$ cat src/rtl/svec_fd_pkg.sv
// svec_fd_pkg: shared constants and FSM state type for the SVEC fine-delay bring-up slave
package svec_fd_pkg;
    localparam logic [15:0] RSTR_OFF     = 16'h0000;
    localparam logic [15:0] IDR_OFF      = 16'h0004;
    localparam logic [15:0] CH_BASE      = 16'h0100;
    localparam logic [15:0] RSTR_KEY     = 16'hDEAD;
    localparam logic [5:0]  AM_A32_USER  = 6'h09;
    localparam logic [5:0]  AM_A32_SUPER = 6'h0D;
    localparam logic [31:0] WIN_BASE     = 32'h0004_0000;

    typedef enum logic [2:0] {
        S_IDLE,
        S_DECODE,
        S_ACCESS,
        S_DTACK,
        S_WAIT_END
    } state_t;

    function automatic logic am_ok(input logic [5:0] am);
        return am == AM_A32_USER || am == AM_A32_SUPER;
    endfunction
endpackage

$ cat src/rtl/fd_slot_regs.sv
// fd_slot_regs: per-slot keyed reset register, constant ID and four channel registers
module fd_slot_regs
    import svec_fd_pkg::*;
#(
    parameter logic [31:0] g_fd_idr = 32'hF19EDE1A
) (
    input  logic        clk,
    input  logic        rst_n,
    input  logic        we,
    input  logic [15:0] offset,
    input  logic [31:0] wdata,
    output logic [31:0] rdata,
    output logic        fd_rst_n,
    output logic        core_rst_n
);
    logic [1:0]  rstr;
    logic [31:0] ch [4];
    logic        is_ch;

    assign is_ch = offset[15:4] == CH_BASE[15:4] && offset[1:0] == 2'b00;

    always_ff @(posedge clk or negedge rst_n) begin
        if (!rst_n) begin
            rstr <= '0;
            ch   <= '{default: '0};
        end else begin
            if (we && offset == RSTR_OFF && wdata[31:16] == RSTR_KEY)
                rstr <= wdata[1:0];
            for (int i = 0; i < 4; i++)
                ch[i] <= !rstr[1] ? '0 : (we && is_ch && offset[3:2] == 2'(i)) ? wdata : ch[i];
        end
    end

    assign rdata = offset == RSTR_OFF ? {30'h0, rstr} :
                   offset == IDR_OFF  ? g_fd_idr :
                   is_ch              ? ch[offset[3:2]] : '0;

    assign fd_rst_n   = rstr[0];
    assign core_rst_n = rstr[1];
endmodule

$ cat src/rtl/svec_top.sv
// svec_top: VME64x A32/D32 single-cycle slave exposing two FD slot register windows
module svec_top
    import svec_fd_pkg::*;
#(
    parameter int          g_simulation = 0,
    parameter logic [31:0] g_fd_idr     = 32'hF19EDE1A
) (
    input  logic        clk_125m_pllref_p_i,
    input  logic        rst_n_i,
    input  logic        vme_as_n_i,
    input  logic [1:0]  vme_ds_n_i,
    input  logic        vme_write_n_i,
    input  logic [5:0]  vme_am_i,
    input  logic        vme_lword_n_i,
    input  logic [30:0] vme_addr_i,
    input  logic [31:0] vme_data_i,
    output logic [31:0] vme_data_o,
    output logic        vme_data_oe_n_o,
    output logic        vme_data_dir_o,
    output logic        vme_dtack_n_o,
    output logic        vme_dtack_oe_o,
    output logic        fd0_rst_n_o,
    output logic        fd1_rst_n_o,
    output logic        fd0_core_rst_n_o,
    output logic        fd1_core_rst_n_o
);
    logic        clk, rst_n;
    logic        as_m, as_s, wr_m, wr_s;
    logic [1:0]  ds_m, ds_s;
    logic [31:2] addr_q;
    logic [5:0]  am_q;
    logic        lword_q;
    logic [31:0] wdata_q;
    state_t      state, state_n;
    logic        accept, sel, drive_data;
    logic [15:0] offset;
    logic [31:0] rdata0, rdata1;
    logic        we0, we1;
    logic        unused_bits;

    assign clk         = clk_125m_pllref_p_i;
    assign rst_n       = rst_n_i;
    assign unused_bits = ^{vme_addr_i[0], g_simulation != 0};

    assign accept = am_ok(am_q) && !lword_q && ds_s == 2'b00 && addr_q[31:17] == WIN_BASE[31:17];
    assign sel    = addr_q[16];
    assign offset = {addr_q[15:2], 2'b00};
    assign we0    = state == S_ACCESS && !wr_s && !sel;
    assign we1    = state == S_ACCESS && !wr_s && sel;
    assign drive_data = wr_s && (state_n == S_ACCESS || state_n == S_DTACK);

    always_comb begin
        state_n = state;
        case (state)
            S_IDLE:     state_n = (!as_s && ds_s == 2'b00) ? S_DECODE : S_IDLE;
            S_DECODE:   state_n = as_s ? S_IDLE : accept ? S_ACCESS : S_WAIT_END;
            S_ACCESS:   state_n = as_s ? S_IDLE : S_DTACK;
            S_DTACK:    state_n = (ds_s == 2'b11) ? S_WAIT_END : S_DTACK;
            S_WAIT_END: state_n = as_s ? S_IDLE : S_WAIT_END;
            default:    state_n = S_IDLE;
        endcase
    end

    always_ff @(posedge clk or negedge rst_n) begin
        if (!rst_n) begin
            {as_m, as_s, wr_m, wr_s} <= '1;
            ds_m            <= '1;
            ds_s            <= '1;
            addr_q          <= '0;
            am_q            <= '0;
            lword_q         <= 1'b1;
            wdata_q         <= '0;
            state           <= S_IDLE;
            vme_dtack_n_o   <= 1'b1;
            vme_dtack_oe_o  <= 1'b0;
            vme_data_oe_n_o <= 1'b1;
            vme_data_dir_o  <= 1'b0;
            vme_data_o      <= '0;
        end else begin
            {as_s, as_m} <= {as_m, vme_as_n_i};
            {wr_s, wr_m} <= {wr_m, vme_write_n_i};
            ds_m         <= vme_ds_n_i;
            ds_s         <= ds_m;
            if (!as_s) begin
                addr_q  <= vme_addr_i[30:1];
                am_q    <= vme_am_i;
                lword_q <= vme_lword_n_i;
                wdata_q <= vme_data_i;
            end
            state           <= state_n;
            vme_dtack_n_o   <= state_n != S_DTACK;
            // OE stays up through WAIT_END only for cycles that actually acknowledged
            vme_dtack_oe_o  <= state_n == S_DTACK || (state_n == S_WAIT_END && vme_dtack_oe_o);
            vme_data_dir_o  <= drive_data;
            vme_data_oe_n_o <= !drive_data;
            vme_data_o      <= (state_n == S_ACCESS && wr_s) ? (sel ? rdata1 : rdata0) : vme_data_o;
        end
    end

    fd_slot_regs #(.g_fd_idr(g_fd_idr)) u_slot0 (
        .clk        (clk),
        .rst_n      (rst_n),
        .we         (we0),
        .offset     (offset),
        .wdata      (wdata_q),
        .rdata      (rdata0),
        .fd_rst_n   (fd0_rst_n_o),
        .core_rst_n (fd0_core_rst_n_o)
    );

    fd_slot_regs #(.g_fd_idr(g_fd_idr)) u_slot1 (
        .clk        (clk),
        .rst_n      (rst_n),
        .we         (we1),
        .offset     (offset),
        .wdata      (wdata_q),
        .rdata      (rdata1),
        .fd_rst_n   (fd1_rst_n_o),
        .core_rst_n (fd1_core_rst_n_o)
    );
endmodule

$ cat config.mk
export PLATFORM = sky130hd
export DESIGN_NAME = svec_top
export DESIGN_NICKNAME = d
export VERILOG_FILES = /design/src/rtl/svec_fd_pkg.sv /design/src/rtl/fd_slot_regs.sv /design/src/rtl/svec_top.sv
export SDC_FILE = /design/constraint.sdc
export NUM_CORES = 1
export LEC_CHECK = 0
export BUFFER_PORTS_ARGS = -buffer_cell sky130_fd_sc_hd__buf_2
export CAP_MARGIN = 20
export CORE_MARGIN = 2
export CORE_UTILIZATION = 55
export DETAILED_ROUTE_END_ITERATION = 8
export PLACE_DENSITY = 0.76
export SKIP_LAST_GASP = 1
export SYNTH_ARGS = -nofsm -noshare
export SYNTH_HDL_FRONTEND = slang
export SYNTH_SLANG_ARGS = --single-unit
$ cat constraint.sdc
create_clock -name clk_125m_pllref_p_i -period 2.02 [get_ports clk_125m_pllref_p_i]
set_clock_uncertainty 0.15 [all_clocks]
set_input_delay 0.101 -clock clk_125m_pllref_p_i [delete_from_list [all_inputs] [get_ports clk_125m_pllref_p_i]]
set_output_delay 0.101 -clock clk_125m_pllref_p_i [all_outputs]
set_load 0.02 [all_outputs]
== After elaboration in Yosys (flattened, before gate mapping) ==
Cells that the tools add are included.
Cells by class
  order comparisons: 1
  bitwise operators: 1
  muxes and demuxes: 36
  eq/ne operators: 26
  reductions and logical operators: 36
Operators by type and width (number)
  $mux W32: 27
  $bmux W32 S2: 2
  $logic_and A1 B1 Y1: 24
  $eq A16 B16 Y1 const B: 1
  $logic_not A16 Y1: 1
  $ne A2 B2 Y1 const B: 8
  $eq A15 B2 Y1 const B: 1
  $pmux W3 S5: 1
  $eq A14 B1 Y1 const B: 1
  $eq A12 B5 Y1 const B: 1
  $eq A3 B2 Y1 const B: 4
  $eq A6 B4 Y1 const B: 2
  $mux W3: 4
  $eq A2 B2 Y1 const B: 3
  $eq A3 B3 Y1 const B: 2
  $logic_not A1 Y1: 5
  $logic_not A2 Y1: 2
  $eq A3 B1 Y1 const B: 1
  $ge A3 B3 Y1 const B: 1
  $logic_not A3 Y1: 1
  $logic_or A1 B1 Y1: 3
  $ne A3 B2 Y1 const B: 1
  $not A2 Y3: 1
  $eq A2 B1 Y1 const B: 1
  other kinds (2): 2
Storage, ports and cells
  bits of input ports: 76
  register bits after elaboration: 376

== Logic depth before layout (Yosys ltp) ==
  depth after elaboration: 12
  mapped depth: 7
  mapped depth without buffers: 5

== Hierarchy ==
From an unflattened synthesis, not the netlist that was laid out.
Second synthesis, totals
  cell total of the unflattened synthesis: 1453
  area total of the unflattened synthesis: 17768.3 sq um
Modules (own cells, without submodules)
  fd_slot_regs: cells an instance 577, area each 6531.3 sq um, instances 2
  svec_top: cells an instance 299, area each 4705.8 sq um, instances 1

== Worst setup path after synthesis ==
No wires, ideal clock.
  path kind: register -> register
  start: register addr_q[5] in the netlist's numbering
  end: register u_slot1.rstr[0]
  cell stages (with the launch flop): 6
  library setup time: 0.125 ns
  required time: 1.745 ns
  arrival time: 1.926 ns
  setup slack: -0.181 ns
  path through: dfrtp_1 > nor4_4 > nand3_1 > or4_1 > nor2_1 > mux2_2
On the way
  word-level cells in the longest chain between the ends: 3
RTL lines
  start, declared: RTL line svec_top.sv:30  | logic [31:2] addr_q;
  start signal, assigned: RTL line svec_top.sv:85  | addr_q <= vme_addr_i[30:1];
  $logic_not A16 Y1: RTL line fd_slot_regs.sv:27  | if (we && offset == RSTR_OFF && wdata[31:16] == RSTR_KEY)
  $logic_and A1 B1 Y1 (2 in a row): RTL line fd_slot_regs.sv:27
  end signal, assigned: RTL line fd_slot_regs.sv:28  | rstr <= wdata[1:0];
  end, declared: RTL line fd_slot_regs.sv:16  | logic [1:0] rstr;
No other way between the ends.
A chain may end at the register's enable or synchronous reset.

== Final worst setup path ==
  start: register state[2]
  end: register u_slot0.ch[123] in the netlist's numbering
On the way
  word-level cells in the longest chain between the ends: 6
RTL lines
  start, declared: RTL line svec_top.sv:34  | state_t state, state_n;
  start signal, assigned: RTL line svec_top.sv:90  | state <= state_n;
  $eq A3 B2 Y1: RTL line svec_top.sv:48  | assign we0 = state == S_ACCESS && !wr_s && !sel;
  $logic_and A1 B1 Y1 (2 in a row): RTL line svec_top.sv:48
  $logic_and A1 B1 Y1 (2 in a row): RTL line fd_slot_regs.sv:30  | ch[i] <= !rstr[1] ? '0 : (we && is_ch && offset[3:2] == 2'(i)) ? wdata : ch[i];
  $ne A2 B2 Y1 (no line)
  end signal, assigned by index: RTL line fd_slot_regs.sv:30
  end, declared: RTL line fd_slot_regs.sv:17  | logic [31:0] ch [4];
No other way between the ends.

==> flow_metrics.tcl <==
set metrics [dict create \
    grt_usage_pct 32.7 \
    area_delta_synth_final_pct 32.6 \
    worst_pin_slew_ps 602 \
    antenna_found_initial 0 \
    die_x_um 182 \
    numCtsBuffers 40 \
    drt_iter0_markers 1272 \
    place_area_um2 19200 \
    ys.flop_type "dfrtp_1" \
    grt_first_pass_wirelength_um 82000 \
    period_needed_ps 2410 \
    fin_nets 1768 \
    row_count 65 \
    cp_max_fo 8 \
    hold_path.class "in -> async" \
    violations "hold timing, setup timing" \
    cp.arrival_ps 2660 \
    boundaryPins 116 \
    cp_cell_sequence "nand2b_4 > or4_4 > or4_4 > buf_12 > nand3_1 > o21ai_1" \
    critPathCaptureType "flop" \
    core_um2 31400 \
    grt.met1_usage_pct 42.2 \
    drt_first_pass_iters 6 \
    totalWireLength_um 55100 \
    synthCells 1401 \
    drv_slew 0 \
    overflow 0 \
    vias 13323 \
    clock-sinks 375 \
    grt_max_degree 94 \
    grt-busiest-layer "met2" \
    layout_setup_ws_ps -392 \
    drive_gt1_share_pct 40.3 \
    root_buffer "clkbuf_16" \
    io_buffer_count 113 \
    final_antenna_net_count 0 \
    rsz0062_at_grt "yes" \
    max_stage_delay_ps 720 \
    drc_errors 0 \
    syn_nets 1477 \
    start_util_pct 55.4 \
    setup.worst_path.class "reg -> reg" \
    clk_latency_ps 540 \
    fin_hold_ws_ps -6.63 \
    fmax_mhz 415 \
    gp_congestion 0.801 \
    critPathSlowestCell "or4_4" \
    path_common_cell "or4_4" \
    hpwl_um 27200 \
    async_flop_share_pct 100 \
    slew-limit-headroom_pct 59.9 \
    n_antenna_cell 0 \
    setup-violations-final 292 \
    irDropWorstVdd_mv 0.723 \
    wl_per_cell_um 25.9 \
    hold_viol 7 \
    min_period_over_period_pct 119 \
    routed_via_density 6.27 \
    p_per_area_nw_per_um2 730 \
    synth_edf_count 0 \
    place_inst 1900 \
    global_route.usage.met2_pct 53.7 \
    use_met3_pct 7.04 \
    ff2ff_setup_slack_ps -390 \
    cts_tree "yes" \
    cp.required_ps 2270 \
    yosysUniqueCellTypes 45 \
    ys_seq_area_share_pct 54.0 \
    status "finished, violations left" \
    crit_path_start_kind "flop" \
    grt_pass1_vias 13942 \
    cap_violations 0 \
    synth_seq_cells 375 \
    clk_path_buf_depth 3 \
    leakagePower_nw 9.99 \
    design_area_um2 23100 \
    fin_util_pct 73.5 \
    die_area_um2 33100 \
    clkTransAtPathRegs_ps 60 \
    die_h_um 182 \
    syn_area_per_cell_um2 12.4 \
    synth-warning-count 0 \
    syn-cell-area_um2 17400 \
    cts_htree_levels 2 \
    final_cells 2125 \
]
[synthesized netlist by cell type, drive strengths merged (7+ instances only)]
master	count	share of area (%)
o211ai	19	0.82
a21oi	22	0.63
mux2i	163	9.4
o21ai	110	4.8
clkbuf	47	1.0
dfstp	11	1.7
nor2	31	0.67
mux2	86	5.6
nand2	230	5.0
mux4	64	8.3
inv	16	0.35
nand2b	19	0.70
nor3	7	0.32
nand3	111	3.8
dfrtp	364	52
buf	66	2.7
[area by class of cell]
type	instances	area, um2
multi-input cells	897	7730
clock buffers	49	1070
repair buffers	362	4000
clock inverters	24	295
well taps	402	503
inverters	16	60.1
fillers	1890	8310
flip-flops and latches	375	9420
[worst max-delay path, delay by kind of cell, from the launching register on]
kind                   cells  cell delay [ps]
buffers and inverters      1              220
flip-flops                 1              390
AO/OA/AOI/OAI              1               90
AND/OR/NAND/NOR            4             1440
[sequential cells by signal (all words and copies together), names as in the netlist, 2 cells and up]
signal	cells
u_slot0.ch	128
state	3
u_slot1.rstr	2
u_slot0.rstr	2
vme_data_o	32
u_slot1.ch	128
wdata_q	32
addr_q	30
ds_s	2
ds_m	2
am_q	5
[layer usage]
| metal | vias to the layer above | routed length (um) |
|---|---|---|
| met2 | 737 | 26500 |
| met1 | 6819 | 20900 |
| li1 | 5574 | - |
| met3 | 193 | 4820 |
| met4 | 0 | 2920 |
| met5 | - | 0 |
[report_power, final]
part | leakage, nW | total (mW) | switching [mW] | internal (mW)
sequential | 5.04 | 7.82 | 0.154 | 7.67
combinational | 4.27 | 1.27 | 0.628 | 0.647
clock | 0.671 | 7.76 | 3.18 | 4.58
[worst paths after layout]
check / cells past startpoint / endpoint / start
min reg2reg: 0 / ds_s[0]$_DFF_PN1_ / ds_m[0]$_DFF_PN1_
max in group asynchronous: 3 / u_slot0.rstr[1]$_DFFE_PN0P_ / rst_n_i
min: 2 / u_slot1.ch[3]$_DFFE_PN0P_ / rst_n_i
max reg2reg: 6 / u_slot0.ch[123]$_DFFE_PN0P_ / state[2]$_DFF_PN0_
max: 6 / u_slot0.ch[123]$_DFFE_PN0P_ / state[2]$_DFF_PN0_
min in group clk_125m_pllref_p_i: 2 / ds_m[0]$_DFF_PN1_ / vme_ds_n_i[0]
[per-stage QoR]
stage	power (mW)	TNS, ps	setup slack (ps)
after CTS	16.8	-43990	-278
after global placement	8.96	-39490	-212
final	16.9	-64540	-392
after floorplan	8.36	-11480	-137
after detailed placement	8.98	-47550	-258
after global routing	17.3	-87350	-415
[kinds of logic (layout without fill, tap and decap cells)]
| logic type | Yosys count | after routing | share of synthesized area [%] |
|---|---|---|---|
| simple gates | 428 | 428 | 12.1 |
| buf+inv | 129 | 451 | 4.07 |
| mux | 313 | 313 | 23.2 |
| flops | 375 | 375 | 54.0 |
| compound gates | 156 | 156 | 6.56 |
[placed cells by master (no fill, tap or decap), types with 5 or more instances in the layout]
| cell | count |
|---|---|
| mux4_2 | 64 |
| dfrtp_1 | 359 |
| dfstp_2 | 10 |
| buf_4 | 73 |
| buf_2 | 112 |
| buf_6 | 14 |
| nand2b_1 | 18 |
| o211ai_1 | 19 |
| buf_8 | 5 |
| nor2_1 | 26 |
| buf_12 | 51 |
| inv_1 | 16 |
| buf_16 | 25 |
| mux2i_1 | 157 |
| o21ai_1 | 26 |
| nand3_1 | 64 |
| mux2_2 | 82 |
| clkinv_2 | 12 |
| clkbuf_1 | 5 |
| dlygate4sd3_1 | 73 |
| nand3_2 | 44 |
| o21ai_2 | 81 |
| a21oi_1 | 22 |
| bufinv_16 | 6 |
| nand2_1 | 228 |
| clkbuf_16 | 46 |
[repair_timing]
| action | CTS | global route |
|---|---|---|
| resized for setup | 96 | 45 |
| endpoints found under the setup margin | 290 | 297 |
| gates cloned | 28 | 6 |
| endpoints found under the hold margin | 438 | 0 |
| buffers inserted | 34 | 19 |
| hold buffers | 73 | 0 |
| pin swaps | 10 | 17 |
Power figures use the tool's default switching activity.
